<file path="config.mk">
export PLATFORM = sky130hd
export DESIGN_NAME = sd_emmc_sync_fifo_flat
export DESIGN_NICKNAME = d
export VERILOG_FILES = /design/src/rtl/sd_emmc_fifo_pkg.sv /design/src/rtl/sd_emmc_sync_fifo_if.sv /design/src/rtl/sd_emmc_fifo_ram.sv /design/src/rtl/sd_emmc_sync_fifo.sv /design/src/flat_wrapper.sv
export SDC_FILE = /design/constraint.sdc
export NUM_CORES = 2
export LEC_CHECK = 0
export ABC_AREA = 0
export CAP_MARGIN = 0
export CORE_MARGIN = 2
export CORE_UTILIZATION = 35
export CTS_CLUSTER_DIAMETER = 150
export CTS_CLUSTER_SIZE = 16
export DETAILED_ROUTE_END_ITERATION = 8
export PLACE_DENSITY = 0.58
export SYNTH_ARGS = -nofsm -noshare
export SYNTH_HDL_FRONTEND = slang
export SYNTH_SLANG_ARGS = --single-unit
</file>
<file path="constraint.sdc">
create_clock -name aclk -period 3.6 [get_ports aclk]
set_input_delay 0.36 -clock aclk [delete_from_list [all_inputs] [get_ports aclk]]
set_output_delay 0.36 -clock aclk [all_outputs]
set_load 0.1 [all_outputs]
</file>
<file path="src/rtl/sd_emmc_fifo_pkg.sv">
// +----------------------------------------------------------------------------+
// | sd_emmc_fifo_pkg : shared widths/defaults for the SD/eMMC sync FIFO family |
// | Revision 1.0                                                               |
// +----------------------------------------------------------------------------+
`default_nettype none

package sd_emmc_fifo_pkg;

    localparam int SD_FIFO_W     = 32;
    localparam int SD_FIFO_DEPTH = 128;

    function automatic int clog2_w(input int value);
        int res;
        int v;
        res = 0;
        v   = value - 1;
        while (v > 0) begin
            res = res + 1;
            v   = v >> 1;
        end
        return res;
    endfunction

    // Fill level must represent 0..DEPTH inclusive, hence one bit over the address.
    function automatic int lvl_width(input int depth);
        return clog2_w(depth) + 1;
    endfunction

endpackage

`default_nettype wire

</file>
<file path="src/rtl/sd_emmc_sync_fifo_if.sv">
// +----------------------------------------------------------------------------+
// | sd_emmc_sync_fifo_if : push/pop/status bundle of the SD/eMMC sync FIFO     |
// | Revision 1.0                                                               |
// +----------------------------------------------------------------------------+
`default_nettype none

interface sd_emmc_sync_fifo_if
    import sd_emmc_fifo_pkg::*;
#(
    parameter int DATA_W = SD_FIFO_W,
    parameter int DEPTH  = SD_FIFO_DEPTH
) ();

    localparam int LVL_W = lvl_width(DEPTH);

    logic              flush_i;
    logic              wr_en_i;
    logic [DATA_W-1:0] wr_data_i;
    logic              full_o;
    logic              almost_full_o;
    logic              rd_en_i;
    logic [DATA_W-1:0] rd_data_o;
    logic              rd_valid_o;
    logic              empty_o;
    logic              almost_empty_o;
    logic [LVL_W-1:0]  level_o;
    logic              overflow_o;
    logic              underflow_o;
    logic              err_clr_i;

    modport master (
        output flush_i, wr_en_i, wr_data_i, rd_en_i, err_clr_i,
        input  full_o, almost_full_o, rd_data_o, rd_valid_o, empty_o,
               almost_empty_o, level_o, overflow_o, underflow_o
    );

    modport slave (
        input  flush_i, wr_en_i, wr_data_i, rd_en_i, err_clr_i,
        output full_o, almost_full_o, rd_data_o, rd_valid_o, empty_o,
               almost_empty_o, level_o, overflow_o, underflow_o
    );

endinterface

`default_nettype wire

</file>
<file path="src/rtl/sd_emmc_fifo_ram.sv">
// +----------------------------------------------------------------------------+
// | sd_emmc_fifo_ram : DEPTH x DATA_W storage, sync write, async read, no reset|
// | Revision 1.0                                                               |
// +----------------------------------------------------------------------------+
`default_nettype none

module sd_emmc_fifo_ram
    import sd_emmc_fifo_pkg::*;
#(
    parameter int DATA_W = SD_FIFO_W,
    parameter int DEPTH  = SD_FIFO_DEPTH,
    parameter int AW     = clog2_w(DEPTH)
) (
    input  wire logic              clk,
    input  wire logic              we,
    input  wire logic [AW-1:0]     waddr,
    input  wire logic [DATA_W-1:0] wdata,
    input  wire logic [AW-1:0]     raddr,
    output logic      [DATA_W-1:0] rdata
);

    logic [DATA_W-1:0] r_mem [DEPTH];

    always_ff @(posedge clk) begin
        if (we) begin
            r_mem[waddr] <= wdata;
        end
    end

    assign rdata = r_mem[raddr];

endmodule

`default_nettype wire

</file>
<file path="src/rtl/sd_emmc_sync_fifo.sv">
// +----------------------------------------------------------------------------+
// | sd_emmc_sync_fifo : single-clock data FIFO with level, thresholds, flush   |
// | Revision 1.0                                                               |
// +----------------------------------------------------------------------------+
`default_nettype none

module sd_emmc_sync_fifo
    import sd_emmc_fifo_pkg::*;
#(
    parameter int DATA_W   = SD_FIFO_W,
    parameter int DEPTH    = SD_FIFO_DEPTH,
    parameter int AF_LEVEL = DEPTH - 4,
    parameter int AE_LEVEL = 4,
    parameter int FWFT     = 1
) (
    input wire logic         aclk,
    input wire logic         rst,
    sd_emmc_sync_fifo_if.slave bus
);

    localparam int AW = clog2_w(DEPTH);
    localparam int PW = AW + 1;

    localparam logic [PW-1:0] c_full_lvl = PW'(DEPTH);
    localparam logic [PW-1:0] c_af_lvl   = PW'(AF_LEVEL);
    localparam logic [PW-1:0] c_ae_lvl   = PW'(AE_LEVEL);
    localparam logic [PW-1:0] c_one      = PW'(1);

    logic [PW-1:0]     r_wr_ptr;
    logic [PW-1:0]     r_rd_ptr;
    logic [PW-1:0]     r_level;
    logic [PW-1:0]     w_wr_ptr_nxt;
    logic [PW-1:0]     w_rd_ptr_nxt;
    logic [PW-1:0]     w_level_nxt;
    logic              r_full;
    logic              r_afull;
    logic              r_empty;
    logic              r_aempty;
    logic              r_ovf;
    logic              r_unf;
    logic              w_push;
    logic              w_pop;
    logic              w_ovf_set;
    logic              w_unf_set;
    logic [DATA_W-1:0] w_ram_rdata;

    // Accept decisions look only at registered flags; a pop cannot make room
    // for a push in the same cycle.
    assign w_push    = bus.wr_en_i & ~r_full;
    assign w_pop     = bus.rd_en_i & ~r_empty;
    assign w_ovf_set = bus.wr_en_i & r_full;
    assign w_unf_set = bus.rd_en_i & r_empty;

    always_comb begin
        w_wr_ptr_nxt = r_wr_ptr;
        w_rd_ptr_nxt = r_rd_ptr;
        if (bus.flush_i) begin
            w_wr_ptr_nxt = '0;
            w_rd_ptr_nxt = '0;
        end else begin
            if (w_push) begin
                w_wr_ptr_nxt = r_wr_ptr + c_one;
            end
            if (w_pop) begin
                w_rd_ptr_nxt = r_rd_ptr + c_one;
            end
        end
        w_level_nxt = w_wr_ptr_nxt - w_rd_ptr_nxt;
    end

    always_ff @(posedge aclk or posedge rst) begin
        if (rst) begin
            r_wr_ptr <= '0;
            r_rd_ptr <= '0;
            r_level  <= '0;
            r_full   <= 1'b0;
            r_afull  <= 1'b0;
            r_empty  <= 1'b1;
            r_aempty <= 1'b1;
        end else begin
            r_wr_ptr <= w_wr_ptr_nxt;
            r_rd_ptr <= w_rd_ptr_nxt;
            r_level  <= w_level_nxt;
            r_full   <= (w_level_nxt == c_full_lvl);
            r_afull  <= (w_level_nxt >= c_af_lvl);
            r_empty  <= (w_level_nxt == '0);
            r_aempty <= (w_level_nxt <= c_ae_lvl);
        end
    end

    // Sticky errors survive flush; a fresh error outranks a same-cycle clear.
    always_ff @(posedge aclk or posedge rst) begin
        if (rst) begin
            r_ovf <= 1'b0;
            r_unf <= 1'b0;
        end else begin
            r_ovf <= w_ovf_set | (r_ovf & ~bus.err_clr_i);
            r_unf <= w_unf_set | (r_unf & ~bus.err_clr_i);
        end
    end

    sd_emmc_fifo_ram #(
        .DATA_W (DATA_W),
        .DEPTH  (DEPTH),
        .AW     (AW)
    ) u_ram (
        .clk   (aclk),
        .we    (w_push & ~bus.flush_i),
        .waddr (r_wr_ptr[AW-1:0]),
        .wdata (bus.wr_data_i),
        .raddr (r_rd_ptr[AW-1:0]),
        .rdata (w_ram_rdata)
    );

    generate
        if (FWFT != 0) begin : g_fwft
            assign bus.rd_data_o  = r_empty ? '0 : w_ram_rdata;
            assign bus.rd_valid_o = ~r_empty;
        end else begin : g_regrd
            logic [DATA_W-1:0] r_rd_data;
            logic              r_rd_valid;

            always_ff @(posedge aclk or posedge rst) begin
                if (rst) begin
                    r_rd_data  <= '0;
                    r_rd_valid <= 1'b0;
                end else begin
                    r_rd_valid <= w_pop & ~bus.flush_i;
                    if (w_pop & ~bus.flush_i) begin
                        r_rd_data <= w_ram_rdata;
                    end
                end
            end

            assign bus.rd_data_o  = r_rd_data;
            assign bus.rd_valid_o = r_rd_valid;
        end
    endgenerate

    assign bus.level_o        = r_level;
    assign bus.full_o         = r_full;
    assign bus.almost_full_o  = r_afull;
    assign bus.empty_o        = r_empty;
    assign bus.almost_empty_o = r_aempty;
    assign bus.overflow_o     = r_ovf;
    assign bus.underflow_o    = r_unf;

endmodule

`default_nettype wire

</file>
<file path="src/flat_wrapper.sv">
// flat-port wrapper written by rule: the top's interface ports become plain ports
module sd_emmc_sync_fifo_flat import sd_emmc_fifo_pkg::*;
#(
    parameter int DATA_W   = SD_FIFO_W,
    parameter int DEPTH    = SD_FIFO_DEPTH,
    parameter int AF_LEVEL = DEPTH - 4,
    parameter int AE_LEVEL = 4,
    parameter int FWFT     = 1
)
  (aclk, rst, bus_flush_i, bus_wr_en_i, bus_wr_data_i, bus_rd_en_i, bus_err_clr_i, bus_full_o, bus_almost_full_o, bus_rd_data_o, bus_rd_valid_o, bus_empty_o, bus_almost_empty_o, bus_level_o, bus_overflow_o, bus_underflow_o);
  sd_emmc_sync_fifo_if #(.DATA_W(DATA_W), .DEPTH(DEPTH)) bus_i ();
  input wire logic aclk;
  input wire logic rst;
  input wire logic [$bits(bus_i.flush_i)-1:0] bus_flush_i;
  input wire logic [$bits(bus_i.wr_en_i)-1:0] bus_wr_en_i;
  input wire logic [$bits(bus_i.wr_data_i)-1:0] bus_wr_data_i;
  input wire logic [$bits(bus_i.rd_en_i)-1:0] bus_rd_en_i;
  input wire logic [$bits(bus_i.err_clr_i)-1:0] bus_err_clr_i;
  output wire logic [$bits(bus_i.full_o)-1:0] bus_full_o;
  output wire logic [$bits(bus_i.almost_full_o)-1:0] bus_almost_full_o;
  output wire logic [$bits(bus_i.rd_data_o)-1:0] bus_rd_data_o;
  output wire logic [$bits(bus_i.rd_valid_o)-1:0] bus_rd_valid_o;
  output wire logic [$bits(bus_i.empty_o)-1:0] bus_empty_o;
  output wire logic [$bits(bus_i.almost_empty_o)-1:0] bus_almost_empty_o;
  output wire logic [$bits(bus_i.level_o)-1:0] bus_level_o;
  output wire logic [$bits(bus_i.overflow_o)-1:0] bus_overflow_o;
  output wire logic [$bits(bus_i.underflow_o)-1:0] bus_underflow_o;
  assign bus_i.flush_i = bus_flush_i;
  assign bus_i.wr_en_i = bus_wr_en_i;
  assign bus_i.wr_data_i = bus_wr_data_i;
  assign bus_i.rd_en_i = bus_rd_en_i;
  assign bus_i.err_clr_i = bus_err_clr_i;
  assign bus_full_o = bus_i.full_o;
  assign bus_almost_full_o = bus_i.almost_full_o;
  assign bus_rd_data_o = bus_i.rd_data_o;
  assign bus_rd_valid_o = bus_i.rd_valid_o;
  assign bus_empty_o = bus_i.empty_o;
  assign bus_almost_empty_o = bus_i.almost_empty_o;
  assign bus_level_o = bus_i.level_o;
  assign bus_overflow_o = bus_i.overflow_o;
  assign bus_underflow_o = bus_i.underflow_o;
  sd_emmc_sync_fifo #(.DATA_W(DATA_W), .DEPTH(DEPTH), .AF_LEVEL(AF_LEVEL), .AE_LEVEL(AE_LEVEL), .FWFT(FWFT)) u_core (.aclk(aclk), .rst(rst), .bus(bus_i));
endmodule
</file>
=== After elaboration in Yosys (flattened, before gate mapping) ===
Memory sizes are Yosys's and may differ from the RTL's.
Index checks and enable logic that the tools add are counted.

* Word-level logic and storage cells: 37
* Memories kept: 1
* Input port bits: 38
* Bits in writable memories: 4096
* Output and inout port bits: 47
* Register bits: 30

* Order comparisons: 2
* $add $sub $neg: 3
* Reduce and logical (&&, ||, !) cells: 1
* Muxes and demuxes: 7
* Bitwise operators: 13
* Equality and inequality tests: 1

{| class="wikitable"
|+ Memory list
! name !! depth !! width !! read ports !! clocked after Yosys merged registers in !! write ports !! line !! text
|-
| u_core.u_ram.r_mem || 128 || 32 || 1 || 0 || 1 || sd_emmc_fifo_ram.sv:22 || <nowiki>logic [DATA_W-1:0] r_mem [DEPTH];</nowiki>
|}

{| class="wikitable"
|+ Operator list
! kind !! count
|-
| 32-bit two-way mux || 1
|-
| 8-bit two-way mux || 4
|-
| 8-bit by 1-bit adder with 8-bit output (second input constant) || 2
|-
| 8-bit == test (second input constant) || 1
|-
| 8-bit by 7-bit >= comparator with 1-bit output (second input constant) || 1
|-
| 8-bit by 3-bit <= comparator with 1-bit output (second input constant) || 1
|-
| 8-bit logical NOT || 1
|-
| 8-bit subtractor || 1
|-
| 1-bit bitwise AND || 7
|-
| 1-bit NOT || 4
|-
| 1-bit two-way mux || 2
|-
| 1-bit OR || 2
|}

=== Longest topological paths before layout ===
* Depth after elaboration: 6
* Depth in mapped cells: 17
* Gate-level depth less buffers: 13

=== Modules after synthesis ===
From an unflattened synthesis, not the netlist that was laid out.

* Cells, all modules: 6149
* Area total of the unflattened synthesis: 157481.0 µm²

{| class="wikitable"
|+ Modules (own cells, without submodules)
! module !! sequential area each (µm²) !! area an instance (µm²) !! cells an instance !! times used
|-
| sd_emmc_fifo_ram || 122998.0 || 155635.5 || 5958 || 1
|-
| sd_emmc_sync_fifo || 753.2 || 1845.5 || 191 || 1
|}

=== Least setup slack after synthesis ===
OpenSTA, ideal clock, no wires.

* Kind: reg2out
* From: register u_core.r_rd_ptr[2]
* To: output bus_rd_data_o[1]
* Data required time: 3.240 ns
* Path buffers: 3
* Cell stages (with the launch flop): 9
* Arrival: 6.379 ns
* Path slack: -3.139 ns
* Cells stage by stage: dfrtp_1 buf_2 buf_4 nor2_1 clkbuf_1 a22oi_1 nand3_1 a21oi_1 a2111oi_0

* Longest elaborated chain between the ends: 2

{| class="wikitable"
|+ Ends and longest elaborated chain
! what !! line !! text
|-
| start, declared || sd_emmc_sync_fifo.sv:30 || <nowiki>logic [PW-1:0] r_rd_ptr;</nowiki>
|-
| start signal, assigned || sd_emmc_sync_fifo.sv:82 || <nowiki>r_rd_ptr <= w_rd_ptr_nxt;</nowiki>
|-
| memory 128 x 32 bit || n/a ||
|-
| 32-bit two-way mux || sd_emmc_sync_fifo.sv:117 || <nowiki>assign bus.rd_data_o = r_empty ? '0 : w_ram_rdata;</nowiki>
|-
| end, declared || flat_wrapper.sv:21 || <nowiki>output wire logic [$bits(bus_i.rd_data_o)-1:0] bus_rd_data_o;</nowiki>
|}

Every way passes these cells.

=== Worst setup path after layout ===
* From: register u_core.r_rd_ptr[0]
* To: output bus_rd_data_o[11]

Same word-level chain as after synthesis.

==> impl_metrics.tcl <==
set metrics [dict create \
    hold_path.class "in -> reg" \
    leakage_nw 59.2 \
    cts_num_sinks 4126 \
    synthFlopType "edfxtp_1" \
    instances_no_fill 14486 \
    cts_tree "yes" \
    cts.path.max_buffers 4 \
    synth_area_um2 159000 \
    die_h_um 678 \
    arrival_ps 4270 \
    grt_pass1_vias 82255 \
    p_seq_share_pct 49.1 \
    postPlaceCellArea_um2 177000 \
    synthesis.nets 7254 \
    fill_cells 38585 \
    total_power_mw 108 \
    htreeDepth 5 \
    die_w_um 678 \
    syn_avg_cell_area_um2 22.1 \
    vdd_drop_max_uv 524 \
    failed_checks "setup timing" \
    place.gp.congestion 0.871 \
    cts_root_buf "clkbuf_16" \
    dp_slack_ps -1080 \
    drtIter0Drc 11370 \
    reg2reg_slack_ps -70 \
    swShare_pct 26.2 \
    post_drt_wl_per_cell_um 33.7 \
    min_from "bus_wr_data_i[0]" \
    rsz0062_at_grt "yes" \
    synth_cells 7206 \
    crit_fanout 7 \
    fp-row-count 247 \
    slew_viol_final 0 \
    intPower_mw 79.6 \
    start_util_pct 35.1 \
    startpoint_type "register" \
    ant_nets 0 \
    die_area_um2 460000 \
    status "finished, violations left" \
    cp-end-kind "output port" \
    fin_nets 8482 \
    combinationalPowerShare_pct 22.2 \
    core_area_um2 453000 \
    io_pins 85 \
    cp-startpoint "u_core.r_rd_ptr[0]" \
    place_hpwl_um 297000 \
    via_per_inst 5.74 \
    track_usage_pct 20.7 \
    period_share_pct 129 \
    cts_buffers 299 \
    placed_cells 13890 \
    max_cap_violations 0 \
    finClkSkew_ps 43.9 \
    clock_latency_ps 910 \
    hold_viol 0 \
    ys_types 83 \
    setup_violations 34 \
    crit_type "reg -> out" \
    rr_startpoint "u_core.r_rd_ptr[1]" \
    crit_required_ps 3240 \
    async_flop_share_pct 0.727 \
    p_switching_mw 28.2 \
    drt_wl_total_um 488000 \
    netlist.area_leader.share_pct 77.3 \
    slew_headroom_pct 14.8 \
    design_area_um2 191000 \
    grt_first_pass_wirelength_um 669000 \
    synth_area_leader_cell "edfxtp_1" \
    firstDrtPassIters 7 \
    power_per_cell_area_nw_per_um2 565 \
    area_growth_pct 20.0 \
    yosysWarnings 0 \
    synth-edff-count 4096 \
    synthTopCellsByArea "edfxtp_1 (77%), mux4_2 (12%), mux2i_1 (2.3%), nor2_1 (0.54%), mux4_1 (0.53%)" \
    clkTransAtPathRegs_ps 70 \
    antenna_found_initial 32 \
    clockPowerShare_pct 28.7 \
    ys_ff_latch 4126 \
    io_buffers 84 \
    vias 83117 \
    postLayoutSetupSlackWorst_ps -1030 \
    clock.fmax_mhz 216 \
    min_period_ps 4630 \
    seq_area_frac_synth_pct 77.8 \
    worstMarginPinSlew_ps 1280 \
    grt_max_degree 129 \
    gr-total-overflow 0 \
    drive_gt1_share_pct 35.1 \
    drc_errors 0 \
]
[worst max-delay path, stage by stage (launching register included)]
cell and delay (ps):
dfrtp_4 440, buf_12 170, buf_4 170, buf_16 180
buf_12 140, buf_4 130, mux4_2 510, mux4_2 540
nor3_4 270, a2111oi_1 100, nand2_1 150, buf_12 160
a21oi_2 60, buf_12 140, buf_12 160
[cell usage after synthesis (all sizes together), types with 14 or more instances]
| cell | count |
|---|---|
| a2111oi | 14 |
| a221oi | 84 |
| mux4 | 880 |
| a21oi | 132 |
| nor3 | 65 |
| o31ai | 18 |
| o221ai | 46 |
| mux2 | 23 |
| o22ai | 107 |
| buf | 268 |
| edfxtp | 4096 |
| a22oi | 109 |
| nor2 | 230 |
| a31oi | 25 |
| nand2b | 20 |
| inv | 19 |
| o21ai | 71 |
| nor2b | 22 |
| dfrtp | 28 |
| a221o | 25 |
| a211oi | 36 |
| nand2 | 123 |
| mux2i | 366 |
| a22o | 40 |
| o211ai | 16 |
| nand3 | 34 |
| clkbuf | 148 |
[final timing paths]
check,end,cells after the start
max,bus_rd_data_o[11],14
max in group asynchronous,u_core.r_rd_ptr[1],2
min,u_core.u_ram.r_mem[21][0],1
min reg2reg,u_core.bus.underflow_o,2
min in group asynchronous,u_core.bus.overflow_o,2
max reg2reg,u_core.bus.full_o,16
[what timing repair did]
| action | in CTS | in global routing |
|---|---|---|
| setup buffers | 126 | 76 |
| gates cloned | 19 | 6 |
| endpoints found under the setup margin | 34 | 36 |
| hold buffers | 8 | 0 |
| gates resized for setup | 443 | 229 |
| hold endpoints to repair | 112 | 0 |
| pin swaps | 99 | 105 |
[final cells by class]
cell class,count,area (um2),share of cell area (%)
repair buffers,1343,16000,8.36
multi-input cells,2645,35600,18.6
well taps,5976,7480,3.92
clock buffers,357,7870,4.12
inverters,19,90.1,0.0472
clock inverters,9,88.8,0.0465
flip-flops and latches,4126,124000,64.8
diodes,11,27.5,0.0144
[placed cells by master (no fill, tap or decap), types with 86 or more instances in the layout]
cell	instances
a21oi_1	97
a22oi_1	97
buf_12	337
buf_4	811
buf_6	89
clkbuf_16	313
edfxtp_1	4096
mux2i_1	357
mux4_2	854
nand2_1	108
nor2_1	86
nor2_4	135
[sequential cells by signal, indices dropped and copies added (netlist names)]
name	flops
u_core.u_ram.r_mem	4096
u_core.bus.level_o	8
u_core.r_rd_ptr	8
u_core.r_wr_ptr	8
u_core.bus.almost_empty_o	1
u_core.bus.almost_full_o	1
u_core.bus.empty_o	1
u_core.bus.full_o	1
u_core.bus.overflow_o	1
u_core.bus.underflow_o	1
[power by group through the flow]
stage / Combinational [mW] / Clock (mW) / Sequential [mW]
CTS: 22.9 / 31.5 / 53.0
global route: 24.8 / 33.0 / 53.0
detailed placement: 20.6 / 0 / 54.1
finish: 23.9 / 31.0 / 53.0
global placement: 20.5 / 0 / 54.1
floorplan: 12.3 / 0 / 54.5
[cell families (layout without fill, tap and decap cells)]
logic type      Yosys count  after routing  share of synthesized area, %
simple gates            567            567                          1.63
other cells               0             11                             0
fa+ha+maj                10             10                        0.0834
flops                  4126           4126                          77.8
compound gates          783            783                          3.54
buf+inv                 435           1728                          1.89
xor+xnor                 16             16                        0.0881
mux                    1269           1269                          15.0
[stage by stage]
step / hold WS [ps] / setup TNS [ps] / utilization [%]
global placement: 513 / -13570 / 39.2
floorplan: 449 / -415 / -
finish: 35.8 / -28560 / 42.2
detailed placement: 527 / -13510 / 39.2
CTS: 3.14 / -29940 / 41.8
global route: 23.1 / -31350 / 42.2
[metal layers]
layer | share of wire, % | up-vias | track usage, % | wire [um]
met5 | 0.0061 | - | 0 | 30
met3 | 8.4 | 686 | 3.26 | 41200
met1 | 40 | 45332 | 28.2 | 194000
met2 | 48 | 4160 | 33.5 | 234000
met4 | 4.0 | 6 | 7.55 | 19500
li1 | - | 32933 | - | -
Note: power is estimated with default switching activity, not from simulation.
